--- config.mk ---
export PLATFORM = sky130hd
export DESIGN_NAME = delay_counter
export DESIGN_NICKNAME = d
export VERILOG_FILES = /design/src/rtl/delay_counter.sv
export SDC_FILE = /design/constraint.sdc
export NUM_CORES = 1
export LEC_CHECK = 0
export CORE_MARGIN = 1
export CORE_UTILIZATION = 45
export DETAILED_ROUTE_END_ITERATION = 8
export HOLD_SLACK_MARGIN = 0.08
export PLACE_DENSITY_LB_ADDON = 0.15
export SLEW_MARGIN = 20
export SYNTH_ARGS = -nofsm -noshare
export SYNTH_HDL_FRONTEND = slang
export SYNTH_SLANG_ARGS = --single-unit
--- constraint.sdc ---
create_clock -name CLK -period 2.6 [get_ports CLK]
set_input_delay 0.52 -clock CLK [delete_from_list [all_inputs] [get_ports CLK]]
set_output_delay 0.52 -clock CLK [all_outputs]
set_load 0.01 [all_outputs]
--- src/rtl/delay_counter.sv ---
// One-shot delay timer: out rises after start has been high for N consecutive
// clock edges (N = CLOCK_SPEED_MHZ * US_DELAY, minimum 1) and stays high until start drops.
module delay_counter #(
   parameter int unsigned CLOCK_SPEED_MHZ = 12,
   parameter int unsigned US_DELAY        = 120000
) (
   input  logic CLK,
   input  logic RESET,
   input  logic start,
   output logic out
);

   // The product is formed in 64 bits so long delays at fast clocks cannot overflow.
   localparam longint unsigned N_RAW = longint'(CLOCK_SPEED_MHZ) * longint'(US_DELAY);
   localparam longint unsigned N     = (N_RAW == 0) ? 64'd1 : N_RAW;
   localparam int              W     = (N <= 2) ? 1 : $clog2(N);
   localparam logic [W-1:0]    LAST  = W'(N - 1);

   typedef enum logic [1:0] {
      IDLE     = 2'd0,
      COUNTING = 2'd1,
      DONE     = 2'd2
   } state_t;

   state_t       state_q, state_d;
   logic [W-1:0] count_q, count_d;

   always_ff @(posedge CLK) begin
      if (RESET) begin
         state_q <= IDLE;
         count_q <= '0;
      end else begin
         state_q <= state_d;
         count_q <= count_d;
      end
   end

   // The count saturates at LAST; reaching it moves to DONE on that same edge,
   // which with N=1 lets IDLE jump straight to DONE.
   always_comb begin
      state_d = state_q;
      count_d = count_q;
      if (!start) begin
         state_d = IDLE;
         count_d = '0;
      end else begin
         case (state_q)
            IDLE, COUNTING: begin
               if (count_q == LAST) begin
                  state_d = DONE;
               end else begin
                  state_d = COUNTING;
                  count_d = count_q + W'(1);
               end
            end
            DONE:    state_d = DONE;
            default: begin
               state_d = IDLE;
               count_d = '0;
            end
         endcase
      end
   end

   assign out = (state_q == DONE);

endmodule

== Yosys cells after proc, flatten, opt, wreduce, memory -nomap -nowiden ==
Index checks and enable logic that the tools add are counted.

* Flip-flop bits (word level): 23
* Input port bits: 3

* $add $sub $neg: 1
* Equality and inequality tests: 4
* Muxes and demuxes: 4
* Bitwise gates (word level): 2
* Reductions and logical operators: 4

{| class="wikitable"
|+ Operator list
! cell !! count
|-
| 21-bit case mux with 2 select lines || 1
|-
| 21-bit by 1-bit adder with 21-bit output, second input constant || 1
|-
| 21-bit == test, second input constant || 1
|-
| 21-bit 2-to-1 mux || 1
|-
| 2-bit case mux with 2 select lines || 1
|-
| 2-bit OR reduction || 2
|-
| 2-bit by 1-bit == test with 1-bit output, second input constant || 1
|-
| 2-bit == test, second input constant || 1
|-
| 2-bit zero test || 1
|-
| 2-bit 2-to-1 mux || 1
|-
| 2-bit != test, second input constant || 1
|-
| 1-bit NOT || 2
|-
| 2-bit AND reduction || 1
|}

== Depth between registers and ports, before layout ==
Gate-level depths: netlist (run 1).

* Word-level depth: 4
* Depth in mapped cells: 8

== Worst setup path before layout (run 1) ==
Ideal clock, no wire load.

* Path type: register to register
* From: reg count_q[8]
* To: reg count_q[0]
* Arrival time: 1.807 ns
* Data required time: 2.479 ns
* Path slack: 0.673 ns
* Stages on the path, launching flop included: 6
* Period minus slack after synthesis: 1.927 ns
* Cell sequence: dfxtp_1 -> or4b_4 -> nor4_4 -> a21oi_2 -> buf_6 -> mux2_2

* Longest elaborated chain between the ends: 3

{| class="wikitable"
|+ Ends and longest elaborated chain
! item !! line !! source
|-
| start, declared || 26 || <nowiki>logic [W-1:0] count_q, count_d;</nowiki>
|-
| start signal, assigned || 34 || <nowiki>count_q <= count_d;</nowiki>
|-
| 21-bit == test || 49 || <nowiki>if (count_q == LAST) begin</nowiki>
|-
| 2-bit != test (no source line) || n/a ||
|-
| 2-bit AND reduction (no source line) || n/a ||
|}

Every way passes these cells.
A chain may end at the register's enable or synchronous reset.

== Worst setup path in the final report (run 1) ==
* From: reg state_q[1]
* To: out out

* Longest elaborated chain between the ends: 1

{| class="wikitable"
|+ Ends and longest elaborated chain
! item !! line !! source
|-
| start, declared || 25 || <nowiki>state_t state_q, state_d;</nowiki>
|-
| start signal, assigned || 33 || <nowiki>state_q <= state_d;</nowiki>
|-
| 2-bit == test || 65 || <nowiki>assign out = (state_q == DONE);</nowiki>
|-
| end, declared || 10 || <nowiki>output logic out</nowiki>
|}

Every way passes these cells.

==> results.md, run 1 <==
- Total CTS buffers: 3
- Crit path from: state_q[1]$_SDFF_PP0_
- Total GRT Usage: 20.1%
- Root Buffer: clkbuf_4
- Port buffer count: 3
- Vias in the first global route: 876
- Hold_buf cts: 0
- Syn-to-layout area delta: 6.94%
- Pwr Density: 442 nW/um^2
- CORE AREA: 2480 um^2
- Initial antenna violation count: 0
- Worst-skew pair later-pin latency: 0.31 ns
- Resized cells post-CTS: 0
- First-pass GRT wire length: 4160 um
- Final worst path period need: 2.16 ns
- Top_reg_cell synth: dfxtp_1
- H-tree depth: 1
- Fin. max-slew vios: 0
- TritonRoute pass-1 iters: 4
- Worst Skew: 0.00309 ns
- Chip width: 53.0 um
- HP Start: count_q[14]$_SDFFE_PP0P_
- Syn Nets: 141
- HP Class: register to register
- Leakage: 0.400 nW
- Pre-CTS setup slack: 0.337 ns
- Ant diodes: 0
- Area of the die: 2810 um^2
- Synth Register Bits: 23
- Via Count: ~1100
- Post-Route WL: 2390 um
- Post-layout util: 50.6%
- Switching Fraction: a little under a quarter
- Register area share after synthesis: 39.3%
- Pin count of the biggest net entering global routing: 23
- Via density per instance: around 6.1
- Fillcell total: 250
- CTS tree: done
- Crit path max fanout: 6
- Total power: 0.000554 W
- Gr ovfl total: 0
- Post-synth ARST share: 0%
- Initial Util: 47.3%
- Layout cells sized above 1: just under 10%
- Status: completed
- Number of synthesized flops with an enable pin: 0
- Tcrit/Tclk final: 83.0%
- Setup crit end kind: output port
- Dpl hpwl: about 1700 um
- Post-CTS setup buffer count: 0
- Final #Nets: 148
- Clock power share: between 20% and 30%
- Remaining antenna violation count: 0
- WS Path Type: register to output port
- Final cell count without fillers: 173
- Netlist cell types: 36
- Max VDD drop: between 200 and 300 uV
- # IOs: 4
- Crit start category: register
- Worst EP required: 2.08 ns
- CTS max path bufs: 2
- WL per Instance: ~14 um
- Number of setup violations in the final report: 0
- Unrepaired setup endpoints after global routing: no
- Dpl cells: approximately 170
- Reg power frac: roughly two thirds
- Combinational Power Share: 4.7%
- # DRC: 0
- Rows: 18
- Final setup margin: 0.442 ns
- Mapped Area: 1170 um^2
- Int Power: around 0.00043 W
- Starting DRC count in detailed routing: 28
- Yosys warns: 0
- Max Clk Rate: approximately 460 MHz
- Worst-path clk slew: around 0.12 ns
- # clock sinks: 23
- Worst-Margin Slew: roughly 0.54 ns
- Switching power: around 0.00013 W
- Die Y-Extent: 53.0 um
- Worst EP arrival: approximately 1.6 ns
- Hold Violations, Final: 0
- Max Cap Viol: 0
- Worst r2r src: count_q[8]$_SDFFE_PP0P_
- Routability congestion estimate: 0.784
- Max-slew headroom: 64.2%
- Synth Area per Inst: ~8.5 um^2
- Setup TNS: 0 ns
- Syn Inst Count: 137
[final timing paths]
kind	to	cells after the start	slack [ns]
max reg2reg	count_q[17]$_SDFFE_PP0P_	6	0.45
max	out	3	0.44
min reg2reg	count_q[14]$_SDFFE_PP0P_	1	0.48
min	count_q[14]$_SDFFE_PP0P_	1	0.48
[layout make-up]
| cell class | count | area, um^2 | share of cell area (%) |
|---|---|---|---|
| clock buffer | 4 | 26.3 | 2.10 |
| timing repair buffer | 5 | 45.0 | 3.60 |
| sequential | 23 | 460 | 36.8 |
| inverter | 2 | 8.76 | 0.699 |
| tap | 30 | 37.5 | 3.00 |
| multi-input combinational | 109 | 674 | 53.8 |
[layout by cell type, fill, tap and decap left out, drive strengths merged, types with 3 or more instances in the layout]
cell type,n
a21oi,13
nand3,10
or3,4
nor2,12
o21ai,4
a31oi,17
and3,3
clkdlybuf4s50,3
nand2b,3
mux2i,3
dfxtp,23
nor4,3
nand4,4
clkbuf,4
nand2,12
[flip-flops by register name, indices dropped and copies added, names as in the netlist]
register,cells
state_q,2
count_q,21
[synthesized netlist by cell type (3+ instances only)]
master / number / area share, %
a21oi_1: 12 / 5.1
a31oi_1: 17 / 9.1
and3_1: 3 / 1.6
dfxtp_1: 23 / 39
mux2i_1: 3 / 2.6
nand2_1: 12 / 3.8
nand2b_1: 3 / 1.6
nand3_1: 10 / 4.3
nand4_1: 4 / 2.1
nor2_1: 12 / 3.8
o21ai_0: 4 / 1.7
or3_1: 4 / 2.1
[metal layers]
| layer | GRT usage, % | vias to the layer above | routed length [um] |
|---|---|---|---|
| met5 | 0 | - | 0 |
| met3 | 2.59 | 3 | 68 |
| met2 | 28.5 | 20 | 1040 |
| li1 | - | 538 | - |
| met4 | 5.26 | 0 | 21 |
| met1 | 31.1 | 489 | 1270 |
[logic make-up after synthesis]
| logic type | synth area share [%] |
|---|---|
| AND/OR/NAND/NOR | 28.2 |
| multiplexers | 3.53 |
| flip-flops | 39.3 |
| AO/OA/AOI/OAI | 23.3 |
| XOR/XNOR | 1.50 |
| buffers and inverters | 3.10 |
| adder cells (fa/ha/maj) | 1.07 |
[critical path, cell delays in order, from the launching register on]
cell and delay (ns):
dfxtp_1 0.48, inv_1 0.10, nor2_1 0.18, clkdlybuf4s50_1 0.57
[power by group through the flow]
stage | Sequential (W) | Clock [W] | Combinational, W
global placement | 0.000370 | 0 | 0.0000253
finish | 0.000362 | 0.000165 | 0.0000262
CTS | 0.000362 | 0.000173 | 0.0000263
global route | 0.000364 | 0.000186 | 0.0000294
detailed placement | 0.000370 | 0 | 0.0000261
floorplan | 0.000369 | 0 | 0.0000205
[stage by stage]
step	hold WS, ns	instance area, um^2
CTS	0.480	1250
global placement	0.458	1230
floorplan	0.431	1170
detailed placement	0.459	1230
global route	0.517	1250
finish	0.479	1250
Note: power is estimated with default switching activity, not from simulation.
==> inputs of run 2 (changes only) <==
==> constraint.sdc (replaced) <==
create_clock -name CLK -period 1.8 [get_ports CLK]
set_input_delay 0.36 -clock CLK [delete_from_list [all_inputs] [get_ports CLK]]
set_output_delay 0.36 -clock CLK [all_outputs]
set_load 0.01 [all_outputs]
==> results.md, run 2 (synthesis gave the netlist of run 1 again) <==
- Status: complete, but fails checks
- Failing checks: setup timing
- Final cell count without fillers: 203
- Crit path from: count_q[19]$_SDFFE_PP0P_
- First-pass GRT wire length: ~5100 um
- Fillcell total: approximately 210
- Via Count: 1253
- Min Hold Slack: just under 0.5 ns
- Hold Violations, Final: 0
- Setup crit end kind: register
- Max-slew headroom: a little over two thirds
- Grt met3 use: 2.87%
- Rows: 18
- Max reg flops: 21
- Syn-to-layout area delta: 38.1%
- Crit path max fanout: 7
- Reg power frac: between 60% and 70%
- Switching Fraction: approximately 24%
- Gr ovfl total: 0
- Routability congestion estimate: 0.842
- WS Path Type: register to register
- Vias in the first global route: 1109
- Cell Area, Placed: between 1000 and 1500 um^2
- Fin. max-slew vios: 0
- FF-to-FF End: count_q[20]$_SDFFE_PP0P_
- Dpl cells: roughly 200
- Max Cap Viol: 0
- CTS max path bufs: 2
- # clock sinks: 23
- Leakage: approximately 0.57 nW
- Initial Util: 47.3%
- Commonest non-fill, non-tap cell in the layout: buf_4
- # IOs: 4
- HP Class: register to register
- Area of the die: 2810 um^2
- Met1 usage in global routing: 35.0%
- GR Util met2: 40.3%
- Layout cells sized above 1: 34.7%
- Via density per instance: about 6
- Unrepaired setup endpoints after global routing: yes
- Combinational Power Share: 6.7%
- Initial antenna violation count: 0
- Worst Setup EP: count_q[20]$_SDFFE_PP0P_
- Pwr Density: 511 nW/um^2
- Total power: 0.000827 W
- Worst r2r src: count_q[19]$_SDFFE_PP0P_
- Pin count of the biggest net entering global routing: 15
- Hold_buf cts: 0
- TritonRoute pass-1 iters: 4
- Chip width: ~53 um
- Worst EP required: roughly 2.0 ns
- CTS tree: done
- WL per Instance: 16.5 um
- Total CTS buffers: 3
- Largest regs: count_q: 21 flops, state_q: 2 flops
- Number of setup violations in the final report: 21
- Starting DRC count in detailed routing: 57
- Total GRT Usage: approximately 25%
- Number of cells on the worst reg-to-reg path: 6
- Remaining antenna violation count: 0
- Final worst path period need: 1.91 ns
- Setup TNS: -1.46 ns
- Worst-Margin Slew: 0.455 ns
- Ant diodes: 0
- Max VDD drop: about 460 uV
- # DRC: 0
- Commonest non-fill, non-tap cells in the layout: buf_4 (26), dfxtp_1 (20), nand2_1 (12)
- Port buffer count: 3
- Tcrit/Tclk final: 106%
- Final setup margin: -0.110 ns
- Clock power share: 30.1%
- Reg with most FFs: count_q
- Worst EP arrival: 2.12 ns
- Final Cell Area: approximately 1600 um^2
- Int Power: between 0.0006 and 0.0007 W
- Max Clk Rate: between 500 and 600 MHz
- Final #Nets: 178
- Switching power: 0.000201 W
- Layer with the highest usage: met2
- Worst Skew: roughly 0.0074 ns
- Worst-path clk slew: 0.12 ns
- Crit start category: register
- Worst-skew pair later-pin latency: 0.32 ns
- CORE AREA: roughly 2500 um^2
- H-tree depth: 1
- Dpl hpwl: between 2000 and 2500 um
- Die Y-Extent: 53.0 um
- Root Buffer: clkbuf_4
- Reg-to-reg slack, setup: -0.11 ns
- Post-Route WL: 3350 um
run 2: cell types whose count changed in the layout (fill, tap and decap cells not counted), moves of 2 or more:
cell	delta
a21oi_2	+2
a31oi_2	+5
dfxtp_2	+3
buf_4	+24
a21oi_1	-2
buf_6	+2
a21oi_4	+2
dfxtp_1	-3
a31oi_1	-8
a31oi_4	+3
run 2: cell type report:
type | count | area (um^2) | area share (%)
Clock buffer | 4 | 26.3 | 1.62
Tap cell | 30 | 37.5 | 2.32
Timing Repair inverter | 1 | 5.00 | 0.309
Timing Repair Buffer | 32 | 267 | 16.5
Multi-Input combinational cell | 111 | 806 | 49.8
Sequential cell | 23 | 464 | 28.7
Inverter | 2 | 12.5 | 0.773
run 2: worst min-delay path by stage:
stage                                   startpoint                        to  slack, ns  cells after the start
final                     count_q[20]$_SDFFE_PP0P_  count_q[20]$_SDFFE_PP0P_       0.49                      1
after global routing      count_q[20]$_SDFFE_PP0P_  count_q[20]$_SDFFE_PP0P_       0.51                      1
after detailed placement  count_q[14]$_SDFFE_PP0P_  count_q[14]$_SDFFE_PP0P_       0.48                      1
after floorplan           count_q[20]$_SDFFE_PP0P_  count_q[20]$_SDFFE_PP0P_       0.44                      1
after global placement    count_q[14]$_SDFFE_PP0P_  count_q[14]$_SDFFE_PP0P_       0.46                      1
after CTS                 count_q[14]$_SDFFE_PP0P_  count_q[14]$_SDFFE_PP0P_       0.50                      1
run 2: power groups by stage:
stage	logic, W	clock network [W]	registers (W)
after detailed placement	0.0000453	0	0.000534
after global routing	0.0000603	0.000264	0.000524
after floorplan	0.0000305	0	0.000533
final	0.0000551	0.000249	0.000523
after global placement	0.0000435	0	0.000533
after CTS	0.0000489	0.000252	0.000522
run 2: worst max-delay path, cell delays in order (launching register included):
cell     delay [ns]
dfxtp_2        0.34
or4b_4         0.54
nor4_4         0.33
buf_6          0.19
a21oi_4        0.11
o21ai_0        0.16
a31oi_2        0.13
run 2: metal layers:
layer  vias to the layer above  part of all wire, %
li1                        598                    -
met1                       612                   46
met2                        38                   47
met3                         5                  5.6
met4                         0                  1.3
met5                         -                    0
run 2: per-stage QoR:
| stage | setup WS (ns) | utilization, % |
|---|---|---|
| after global placement | -0.203 | 58.4 |
| final | -0.110 | 65.3 |
| after floorplan | -0.0686 | - |
| after global routing | -0.202 | 65.3 |
| after CTS | -0.125 | 61.4 |
| after detailed placement | -0.359 | 58.4 |
run 2: timing repair:
item | 4_1_cts | 5_1_grt
gates cloned | 2 | 1
pin swaps | 5 | 6
hold endpoints to repair | 0 | 0
endpoints found under the setup margin | 21 | 23
gates resized for setup | 6 | 16
buffers inserted | 2 | 1
